[config.mk]
export PLATFORM = sky130hd
export DESIGN_NAME = updown_mod_counter
export DESIGN_NICKNAME = d
export VERILOG_FILES = /design/src/rtl/updown_mod_counter.sv
export SDC_FILE = /design/constraint.sdc
export NUM_CORES = 1
export LEC_CHECK = 0
export CORE_MARGIN = 4
export CORE_UTILIZATION = 50
export DETAILED_ROUTE_END_ITERATION = 10
export PLACE_DENSITY = 0.82
export SLEW_MARGIN = 20
export SYNTH_ARGS = -nofsm -noshare
export SYNTH_HDL_FRONTEND = slang
export SYNTH_SLANG_ARGS = --single-unit
[constraint.sdc]
create_clock -name clk -period 7.3 [get_ports clk]
set_clock_uncertainty 0.1 [all_clocks]
set_input_delay 2.19 -clock clk [delete_from_list [all_inputs] [get_ports clk]]
set_output_delay 2.19 -clock clk [all_outputs]
set_load 0.02 [all_outputs]
[src/rtl/updown_mod_counter.sv]
// ============================================================================
// Module   : updown_mod_counter
// Purpose  : Up/down modulo-MOD_VAL counter with load, prescaler, wrap or
//            saturate mode, carry pulse, sticky overflow and boundary flags.
// Revision : 1.0 - initial release
// ============================================================================
`default_nettype none
`timescale 1ns/1ps

module updown_mod_counter #(
   parameter int WIDTH    = 12,
   parameter int MOD_VAL  = 4096,
   parameter int PRESCALE = 1,
   parameter int SATURATE = 0
) (
   input  logic             clk,
   input  logic             rst,
   input  logic             en,
   input  logic             up_dn,
   input  logic             load,
   input  logic [WIDTH-1:0] load_val,
   input  logic             clr_ovf,
   output logic [WIDTH-1:0] count,
   output logic             carry,
   output logic             ovf,
   output logic             at_max,
   output logic             at_zero
);

   localparam logic [WIDTH-1:0] c_max = WIDTH'(MOD_VAL - 1);
   localparam logic [WIDTH-1:0] c_one = WIDTH'(1);

   logic [WIDTH-1:0] r_count;
   logic             r_carry;
   logic             r_ovf;

   logic             w_tick;
   logic             w_at_max;
   logic             w_at_zero;
   logic [WIDTH-1:0] w_clamped;
   logic [WIDTH-1:0] w_next_count;
   logic             w_wrap;
   logic             w_hit;

   // Prescaler: w_tick marks the enabled cycle on which the count steps.
   generate
      if (PRESCALE > 1) begin : g_prescale
         localparam int             c_pw       = $clog2(PRESCALE);
         localparam logic [c_pw-1:0] c_pre_last = c_pw'(PRESCALE - 1);
         localparam logic [c_pw-1:0] c_pre_one  = c_pw'(1);

         logic [c_pw-1:0] r_pre_cnt;

         always_ff @(posedge clk) begin
            if (rst || load) begin
               r_pre_cnt <= '0;
            end else if (en) begin
               r_pre_cnt <= (r_pre_cnt == c_pre_last) ? '0 : r_pre_cnt + c_pre_one;
            end
         end

         assign w_tick = en && (r_pre_cnt == c_pre_last);
      end else begin : g_no_prescale
         assign w_tick = en;
      end
   endgenerate

   assign w_at_max  = (r_count == c_max);
   assign w_at_zero = (r_count == '0);
   assign w_clamped = (load_val > c_max) ? c_max : load_val;

   always_comb begin
      w_next_count = r_count;
      w_wrap       = 1'b0;
      w_hit        = 1'b0;
      if (up_dn) begin
         if (w_at_max) begin
            w_hit = 1'b1;
            if (SATURATE == 0) begin
               w_next_count = '0;
               w_wrap       = 1'b1;
            end
         end else begin
            w_next_count = r_count + c_one;
         end
      end else begin
         if (w_at_zero) begin
            w_hit = 1'b1;
            if (SATURATE == 0) begin
               w_next_count = c_max;
               w_wrap       = 1'b1;
            end
         end else begin
            w_next_count = r_count - c_one;
         end
      end
   end

   // A boundary hit in the same cycle as clr_ovf keeps the flag set.
   always_ff @(posedge clk) begin
      if (rst) begin
         r_count <= '0;
         r_carry <= 1'b0;
         r_ovf   <= 1'b0;
      end else begin
         r_carry <= 1'b0;
         if (clr_ovf) begin
            r_ovf <= 1'b0;
         end
         if (load) begin
            r_count <= w_clamped;
         end else if (w_tick) begin
            r_count <= w_next_count;
            r_carry <= w_wrap;
            if (w_hit) begin
               r_ovf <= 1'b1;
            end
         end
      end
   end

   assign count   = r_count;
   assign carry   = r_carry;
   assign ovf     = r_ovf;
   assign at_max  = w_at_max;
   assign at_zero = w_at_zero;

endmodule

`default_nettype wire
==> results by group, run 1 <==
Routing
  – Number of antenna-violating nets in the routed design: 0
  – Initial DRC Count: 80
  – Detailed-route wire length per cell: roughly 17 um
  – Total vias in the final route: about 1500
  – Final wirelength: a little under 4 mm
  – Router iterations before antenna repair: 5
  – Post-route DRC: 0
  – Vias per cell: 6.49

Synth
  – Total number of yosys warnings: 0
  – Distinct cells, synth: 46
  – Area of the mapped netlist: ~0.0013 mm^2
  – Area fraction in compound gates after synthesis: 0.297
  – Post-synth net total: approximately 200
  – Number of enable-type register cells in the synthesized netlist: 0
  – Cell type contributing the most total cell area after synthesis: dfxtp_1
  – Share of the yosys chip area belonging to registers: 0.218
  – Main area contributors after synthesis: dfxtp_1, a21oi_1, nor3_1
  – Post-synthesis share of cell area spent on and, or, nand and nor gates: 0.300
  – Number of register bits inferred by synthesis: 14
  – Ys async rst share: 0
  – Adder-Cell Fraction of Synth Area: 0.0292
  – Mean area per synthesized cell: a little over 7 um^2
  – Synth top area share: 0.218
  – Post-synthesis cell count: 180
  – Synth Flop Type: dfxtp_1
  – Synth Area in XOR/XNOR: 0.0612
  – Dominant combinational cell family by area after synthesis: simple AND/OR/NAND/NOR gates
  – Fraction of synthesized area in multiplexers: 0

CTS
  – CTS sink cnt: 14
  – Post-CTS setup repair buffer count: 0
  – Cts bufs inserted: 3
  – Max clock buf depth: 2
  – Clock tree from TritonCTS: yes
  – Maximum level of the CTS H-tree: 1
  – Resized cells post-CTS: 0
  – Root Buffer Master: clkbuf_4
  – Cts-stage hold buffer count: 0
  – Skew-Pair Late Insertion Delay: a little under 300 ps
  – Clock slew at the register clock pins of the worst setup and hold paths: around 100 ps

Place
  – Number of port buffers: 33
  – Half-perimeter wire length of the detailed placement result: 2.74 mm
  – RD Place Congestion: about 0.95

STA
  – Max transition margin: 0.418
  – Post-layout minimum cycle time: 4980 ps
  – Sum of negative setup slack: 0 ps
  – Timing-limited maximum frequency: about 0.2 GHz
  – Final count of negative-setup-slack endpoints: 0
  – Unrepaired setup endpoints after global routing: false
  – Count of final hold-check violations: 0
  – Slew at the pin closest to its max-slew limit: around 870 ps
  – Number of slew-limit violations in the final report: 0
  – Fin crit share: 0.682

Worst hold path
  – Hold Path Class: flop to flop
  – WHS Endpoint: ovf
  – Hold path startpoint: ovf
  – Hold Crit Depth: 2

Critical path
  – CP Launch Type: flop
  – Kind of critical path: flop to output port
  – Critical Path Sink Type: output port
  – Arrival time at the worst endpoint: 2690 ps
  – Reg-to-reg setup timing slack: 4690 ps
  – Endpoint of the worst register-to-register path: count[2]
  – Logic depth of the worst register-to-register path: 7
  – Data required time of the critical path: ~5000 ps
  – Maximum fanout encountered on the critical timing path: 9
  – Reg2Reg Launch Point: count[0]

Power and ir drop
  – Static Leakage: 0.530 nW
  – Worst IR Drop VDD: around 110 uV
  – Pwr/cell area: approximately 150 mW/mm^2

Die
  – Area of the core: about 0.0025 mm^2
  – Die Area: around 0.0035 mm^2
  – Number of top-level pins: 34
  – Initial Utilization: 0.520
  – Total number of placement rows: 18
  – Chip Width: 58.7 um
  – Overall die height: a little under 60 um

Finish
  – Total number of nets in the final design: ~220
  – Post-synthesis to final-layout area growth: 24.0%
  – Utilization after layout: 0.644
  – Antenna diode instance count: 0
  – Register area: between 200 and 300 um^2
  – Most common library cell in the layout ignoring fill and taps: clkdlybuf4s50_1
  – Most used cells in the layout excluding fill and tap cells: clkdlybuf4s50_1, a21oi_1, dfxtp_1
  – Filler Cells Inserted: ~230
  – Fraction of layout instances using a drive strength above 1: 0.0558
  – Multi-input logic area: 886 um^2

Run status
  – Run status: finished clean

Global routing
  – Antenna violations before repair: 0
  – Vias in the first global route: around 1300
  – GRT overflow: 0
  – Pin count of the biggest net entering global routing: 28
  – Overall routing resource usage: 0.233
  – Wire length of the first global-routing pass: 6.29 mm

Run
  – Number of max-cap violations: 0
-- metal layers --
layer | track usage | routed length [um]
met3 | 0.0307 | 360
met5 | 0 | 0
met4 | 0.0906 | 52
met2 | 0.379 | 1860
met1 | 0.311 | 1640
-- cells by family (layout without fill, tap and decap cells) --
group | after synthesis | after routing
buf+inv | 27 | 44
compound gates | 58 | 58
fa+ha+maj | 3 | 3
flops | 14 | 14
simple gates | 69 | 69
xor+xnor | 9 | 9
-- state kept, by name (all words and copies together) (netlist names) --
signal and cells:
ovf 1, carry 1, count 12
-- worst max-delay path, stage by stage, from the launching register on --
cell and delay [ps]:
dfxtp_1 400, inv_1 140, ha_1 150, or4b_1 560
or3_1 480, inv_1 70, clkdlybuf4s50_1 590
-- final cells by class --
type,instances,share of cell area
Inverter,7,0.0165
Multi-Input combinational cell,139,0.555
Tap cell,30,0.0235
Timing Repair Buffer,33,0.207
Sequential cell,14,0.176
Clock buffer,4,0.0227
-- cell usage after synthesis (5+ instances only) --
master    count
a21oi_1      19
clkbuf_1     14
dfxtp_1      14
inv_1         7
nand2_1      10
nand3_1       5
nor2_1       11
nor3_1       12
o21ai_0      11
or3_1         7
xnor2_1       6
-- power breakdown --
part	leakage [nW]	switching, mW	internal (mW)
clock	0.0210	0.0301	0.0304
sequential	0.115	0.0138	0.0820
combinational	0.394	0.0479	0.0427
total	0.530	0.0918	0.155
-- metrics by stage --
stage | total power [mW] | setup slack, ps | hold WS (ps) | std cells | instance area (um^2)
floorplan | 0.157 | 3170 | 447 | 180 | 1290
global placement | 0.183 | 2700 | 361 | 223 | 1560
detailed placement | 0.186 | 2610 | 407 | 223 | 1560
CTS | 0.246 | 2350 | 419 | 227 | 1600
global route | 0.260 | 2200 | 440 | 227 | 1600
finish | 0.247 | 2320 | 419 | 227 | 1600
-- how the worst max path moves through the flow --
stage                     depth (start not counted)     start        end  slack, ps
after floorplan                                   6  count[0]    at_zero       3170
after global placement                            6      load  count[10]       2700
after detailed placement                          6      load  count[10]       2610
after CTS                                         6  count[0]    at_zero       2350
after global routing                              6  count[0]    at_zero       2200
final                                             6  count[0]    at_zero       2320
No activity file was read; power rests on OpenSTA's default activity.
==> run 2: changes to the inputs <==
--- a/config.mk
+++ b/config.mk
@@ -6,9 +6,9 @@
 export NUM_CORES = 1
 export LEC_CHECK = 0
 export CORE_MARGIN = 4
-export CORE_UTILIZATION = 50
+export CORE_UTILIZATION = 48
 export DETAILED_ROUTE_END_ITERATION = 10
-export PLACE_DENSITY = 0.82
+export PLACE_DENSITY = 0.79
 export SLEW_MARGIN = 20
 export SYNTH_ARGS = -nofsm -noshare
 export SYNTH_HDL_FRONTEND = slang
==> constraint.sdc (replaced) <==
create_clock -name clk -period 4.6 [get_ports clk]
set_clock_uncertainty 0.1 [all_clocks]
set_input_delay 1.38 -clock clk [delete_from_list [all_inputs] [get_ports clk]]
set_output_delay 1.38 -clock clk [all_outputs]
set_load 0.02 [all_outputs]
==> run 2 against run 1 <==
- clock power grew 53%
- combinational power rose by 58%
- sequential cell count unchanged
- cell area increased by 1.4%
- worst hold slack worse by 26 ps
- register-to-register slack got worse by 2600 ps
- setup slack got worse by 1900 ps
- global-route usage decreased by 1.3 points
- critical path type unchanged
- total power increased by 57%
- critical path depth stayed put
- critical endpoint unchanged
==> results by group, run 2 (synthesis results as in run 1) <==
Critical path
  – CP Launch Type: flop (unchanged)
  – Critical Path Most Common Cell: inv_1 (unchanged)
  – CP max stage delay: 600 ps (was 590 ps)
  – Reg-to-reg setup timing slack: 2060 ps (was 4690 ps)
  – Cells traversed along the worst timing path: inv_1 -> ha_1 -> or4b_1 -> or3_1 -> inv_1 -> clkdlybuf4s50_1 (unchanged)
  – Top delay family on crit path: simple AND/OR/NAND/NOR gates (unchanged)
  – Critical Path Sink Type: output port (unchanged)
  – Maximum fanout encountered on the critical timing path: 9 (unchanged)
  – Critical path depth in cells: 6 (unchanged)
  – Data required time of the critical path: 3120 ps (was 5010 ps)
  – Worst path bufs/invs: 3 (unchanged)
  – CP max stage cell: clkdlybuf4s50_1 (unchanged)
  – Kind of critical path: flop to output port (unchanged)
  – Logic depth of the worst register-to-register path: 7 (unchanged)
  – Arrival time at the worst endpoint: 2670 ps (was 2690 ps)
  – Reg2Reg Launch Point: count[0] (unchanged)
  – Endpoint of the worst register-to-register path: count[2] (unchanged)

Worst hold path
  – Hold path startpoint: ovf (unchanged)
  – Hold Path Class: flop to flop (unchanged)
  – WHS Endpoint: ovf (unchanged)
  – Hold Crit Depth: 2 (unchanged)

STA
  – Number of slew-limit violations in the final report: 0 (unchanged)
  – Count of final hold-check violations: 0 (unchanged)
  – Sum of negative setup slack: 0 ps (unchanged)
  – Final count of negative-setup-slack endpoints: 0 (unchanged)
  – Max transition margin: 0.552 (was 0.418)
  – Fin crit share: 0.901
  – Worst hold slack across all endpoints: 392 ps (was 419 ps)
  – Unrepaired setup endpoints after global routing: false (unchanged)
  – Timing-limited maximum frequency: around 0.24 GHz
  – Post-layout minimum cycle time: 4150 ps
  – Slew at the pin closest to its max-slew limit: 667 ps (was 870 ps)

Die
  – Number of top-level pins: 34 (unchanged)
  – Area of the core: 0.00252 mm^2 (was 0.00248 mm^2)
  – Total number of placement rows: 18 (unchanged)
  – Initial Utilization: 0.510 (was 0.520)
  – Overall die height: 59.8 um (was 58.7 um)
  – Chip Width: 59.8 um (was 58.7 um)
  – Die Area: 0.00357 mm^2 (was 0.00345 mm^2)

Routing
  – Final wirelength: 3.84 mm (was 3.92 mm)
  – Total vias in the final route: 1468 (was 1473)
  – Initial DRC Count: 83 (was 80)
  – Vias per cell: 6.38 (was 6.49)
  – Router iterations before antenna repair: 4 (was 5)
  – Post-route DRC: 0 (unchanged)
  – Number of antenna-violating nets in the routed design: 0 (unchanged)
  – Detailed-route wire length per cell: 16.7 um (was 17.3 um)

Finish
  – Total number of nets in the final design: 222 (was 219)
  – Number of flip-flops under the largest register name: 12 (unchanged)
  – Post-synthesis to final-layout area growth: 25.8% (was 24.0%)
  – Fraction of layout instances using a drive strength above 1: 0.0700 (was 0.0558)
  – Utilization after layout: 0.642 (was 0.644)
  – Non-Filler Instances: 230 (was 227)
  – Antenna diode instance count: 0 (unchanged)
  – Most used cells in the layout excluding fill and tap cells: clkdlybuf4s50_1, a21oi_1, dfxtp_1 (unchanged)
  – Most common library cell in the layout ignoring fill and taps: clkdlybuf4s50_1 (unchanged)

CTS
  – Clock slew at the register clock pins of the worst setup and hold paths: 90 ps (was 100 ps)
  – Cts-stage hold buffer count: 0 (unchanged)
  – CTS sink cnt: 14 (unchanged)
  – Clock tree from TritonCTS: yes (unchanged)
  – Root Buffer Master: clkbuf_4 (unchanged)
  – Maximum level of the CTS H-tree: 1 (unchanged)
  – Cts bufs inserted: 3 (unchanged)
  – Post-CTS setup repair buffer count: 0 (unchanged)
  – Resized cells post-CTS: 0 (unchanged)
  – Skew-Pair Late Insertion Delay: 290 ps (about the same)
  – Max clock buf depth: 2 (unchanged)

Global routing
  – Overall routing resource usage: 0.220 (was 0.233)
  – Antenna violations before repair: 0 (unchanged)
  – Wire length of the first global-routing pass: 6.01 mm (was 6.29 mm)
  – Pin count of the biggest net entering global routing: 28 (unchanged)
  – GRT overflow: 0 (unchanged)
  – Vias in the first global route: 1264 (was 1349)

Run status
  – Run status: finished clean (unchanged)

Run
  – Number of max-cap violations: 0 (unchanged)

Place
  – Number of port buffers: 33 (unchanged)
  – RD Place Congestion: 0.931 (was 0.949)
  – Half-perimeter wire length of the detailed placement result: 2.81 mm (was 2.74 mm)
  – Total placed cells including tap cells: 226 (was 223)

Power and ir drop
  – Static Leakage: 0.545 nW (was 0.530 nW)
  – Pwr/cell area: 239 mW/mm^2 (was 155 mW/mm^2)
  – Worst IR Drop VDD: 151 uV (was 112 uV)
==> run 2: layer usage <==
layer	vias up	wire length [um]	global-route usage
met2	60	1840	0.347
met3	2	238	0.0259
met5	-	0	0
met1	702	1740	0.317
li1	704	-	-
met4	0	21	0.0475
==> run 2: worst max-delay path by stage <==
stage / endpoint / startpoint
floorplan: at_zero / count[0]
global placement: at_zero / count[0]
detailed placement: at_zero / count[0]
CTS: at_zero / count[0]
global route: at_zero / count[0]
finish: at_zero / count[0]
==> run 2: area by class of cell <==
cell class | instances | area [um^2]
Multi-Input combinational cell | 139 | 886
Tap cell | 30 | 37.5
Timing Repair Buffer | 36 | 353
Fill cell | 243 | 903
Inverter | 7 | 26.3
Sequential cell | 14 | 280
Clock buffer | 4 | 36.3
==> run 2: tightest hold or removal path, stage by stage (launching register included) <==
cell and delay [ps]:
dfxtp_1 330, nand2b_1 60, a21oi_1 60
==> run 2: power breakdown <==
group          switching [mW]  internal (mW)
Sequential             0.0213          0.130
Clock                  0.0447         0.0482
Combinational          0.0736         0.0693
==> run 2: metrics by stage <==
stage                     worst slack [ps]  total power [mW]  area [um^2]
final                                  454             0.387         1620
after global routing                   308             0.411         1620
after CTS                              461             0.388         1620
after detailed placement               780             0.296         1580
after global placement                 819             0.293         1580
after floorplan                       1280             0.250         1290
==> RTL change: new RTL, config.mk and constraints of run 1 <==
The parameter `WIDTH` goes from 12 to 16.
--- a/src/rtl/updown_mod_counter.sv
+++ b/src/rtl/updown_mod_counter.sv
@@ -9,5 +9,5 @@
 
 module updown_mod_counter #(
-   parameter int WIDTH    = 12,
+   parameter int WIDTH    = 16,
    parameter int MOD_VAL  = 4096,
    parameter int PRESCALE = 1,
Ports: changed (resized count and load_val); port bits go from 34 to 42. No check against the original RTL was run, so the function may have changed too.
==> RTL change against run 1 <==
- final cell count grew 26%
- routed wire length grew 17%
- worst setup slack gained 64 ps
- synthesized area grew 24%
- total power grew 13%
- worst hold slack lost 18 ps
- cell area grew 27%
- via count grew 21%
- sequential cell count grew 4
- critical path type unchanged
- largest cell class unchanged
==> RTL change: results (changes against run 1) <==
| Metric | Value |
|---|---|
| Clock network area share | `0.0179 (was 0.0227)` |
| VDD IR max | `0.0726 mV (was 0.112 mV)` |
| WL/cell | `16.1 um (was 17.3 um)` |
| Port buffer count | `41 (was 33)` |
| Ys async rst share | `0 (unchanged)` |
| Largest register FFs | `16 (was 12)` |
| Non-clock buffer share | `0.206 (was 0.207)` |
| Top cells by count, synth | `dfxtp_1 (18), a21oi_1 (16), nor2_1 (16), clkbuf_1 (15) (was a21oi_1 (19), clkbuf_1 (14), dfxtp_1 (14), nor3_1 (12))` |
| Crit-path max cell delay | `670 ps (was 590 ps)` |
| Drt first pass iters | `4 (was 5)` |
| Count of cell types in the netlist | `49 (was 46)` |
| Synth warn | `0 (unchanged)` |
| Slew Limit Headroom | `0.444 (was 0.418)` |
| Mapped Nets | `239 (was 201)` |
| Outcome | `completed (unchanged)` |
| Critical path arrival | `2620 ps (was 2690 ps)` |
| Crit path max-delay family | `simple AND/OR/NAND/NOR gates (unchanged)` |
| Wire length of the first global-routing pass | `7650 um (was 6290 um)` |
| Leakage | `0.000732 uW (was 0.000530 uW)` |
| Vias in the first global route | `1623 (was 1349)` |
| GP Congestion | `0.986 (was 0.949)` |
| Ranking of synthesized cells by area | `dfxtp_1 (23%), a21oi_1 (5.0%), xnor2_1 (3.8%), nor2_1 (3.8%), clkbuf_1 (3.5%) (was dfxtp_1 (22%), a21oi_1 (7.4%), nor3_1 (4.7%), o21ai_0 (4.3%), clkbuf_1 (4.1%))` |
| Number of fill cells | `297 (was 227)` |
| Number of non-clock inverters | `8 (was 7)` |
| H-Tree Depth | `1 (unchanged)` |
| Signal buffers | `42 (was 33)` |
| Share of layout cells above drive strength 1 | `0.0620 (was 0.0558)` |
| Final net count | `268 (was 219)` |
| First DRT Iteration DRCs | `127 (was 80)` |
| Via count | `1775 (was 1473)` |
| Skew-Pair Late Insertion Delay | `about 300 ps` |
| Maximum fanout along the worst path | `13 (was 9)` |
| HPWL Detailed | `3420 um (was 2740 um)` |
| Slowest cell on the critical path | `clkdlybuf4s50_1 (unchanged)` |
| Overall routing resource usage | `0.226 (was 0.233)` |
| Top_reg_cell synth | `dfxtp_1 (unchanged)` |
| Fraction of area in multi-input gates | `0.556 (was 0.555)` |
| #MultiIn Comb | `170 (was 139)` |
| Register area share after synthesis | `0.226 (was 0.218)` |
| #FFs+latches synth | `18 (was 14)` |
| Register area | `360 sq um (was 280 sq um)` |
| Largest net degree at the start of global routing | `28 (unchanged)` |
-- RTL change: cell count changes after synthesis, moves of 3 or more --
cell	delta
and3_1	+6
nand3_1	+5
nor2_1	+5
a211o_1	+4
buf_2	-4
dfxtp_1	+4
nor3_1	-4
a21o_1	+3
a21oi_1	-3
a221oi_1	+3
o211ai_1	+3
or3_1	-3
xor2_1	+3
-- RTL change: per-stage QoR --
stage	cells	hold slack (ps)	cell area, sq um	worst slack, ps
floorplan	214	468	1600	3350
global placement	282	389	1990	2360
detailed placement	282	389	1990	2270
CTS	286	405	2030	2380
global route	286	439	2030	2150
finish	286	400	2030	2390
-- RTL change: cells by family (layout without fill, tap and decap cells) --
logic type / count (synthesis) / after routing / share of synthesized area
and+or+nand+nor: 87 / 87 / 0.316
AOI/OAI and AO/OA: 65 / 65 / 0.283
buffers and inverters: 26 / 54 / 0.0682
DFF: 18 / 18 / 0.226
xor gates and xnor gates: 13 / 13 / 0.0713
adders and majority gates: 3 / 3 / 0.0235
muxes: 2 / 2 / 0.0125
-- RTL change: power breakdown --
part / internal [uW] / total, uW / switching, uW
combinational: 45.8 / 90.3 / 44.6
clock: 30.4 / 63.8 / 33.4
sequential: 105 / 125 / 19.4
-- RTL change: routing by layer --
layer  wire [um]  vias up  track usage
li1            -      865            -
met4          80        0       0.0871
met2        2110       79        0.369
met3         425       11       0.0485
met1        1980      820        0.291
met5           0        -            0
-- RTL change: path summary, 6_finish.rpt --
kind | endpoint | slack, ps | from | cells after the start
max | at_zero | 2390 | count[7] | 4
min | count[15] | 400 | count[15] | 1
max reg2reg | count[15] | 4850 | count[7] | 5
min reg2reg | count[15] | 400 | count[15] | 1
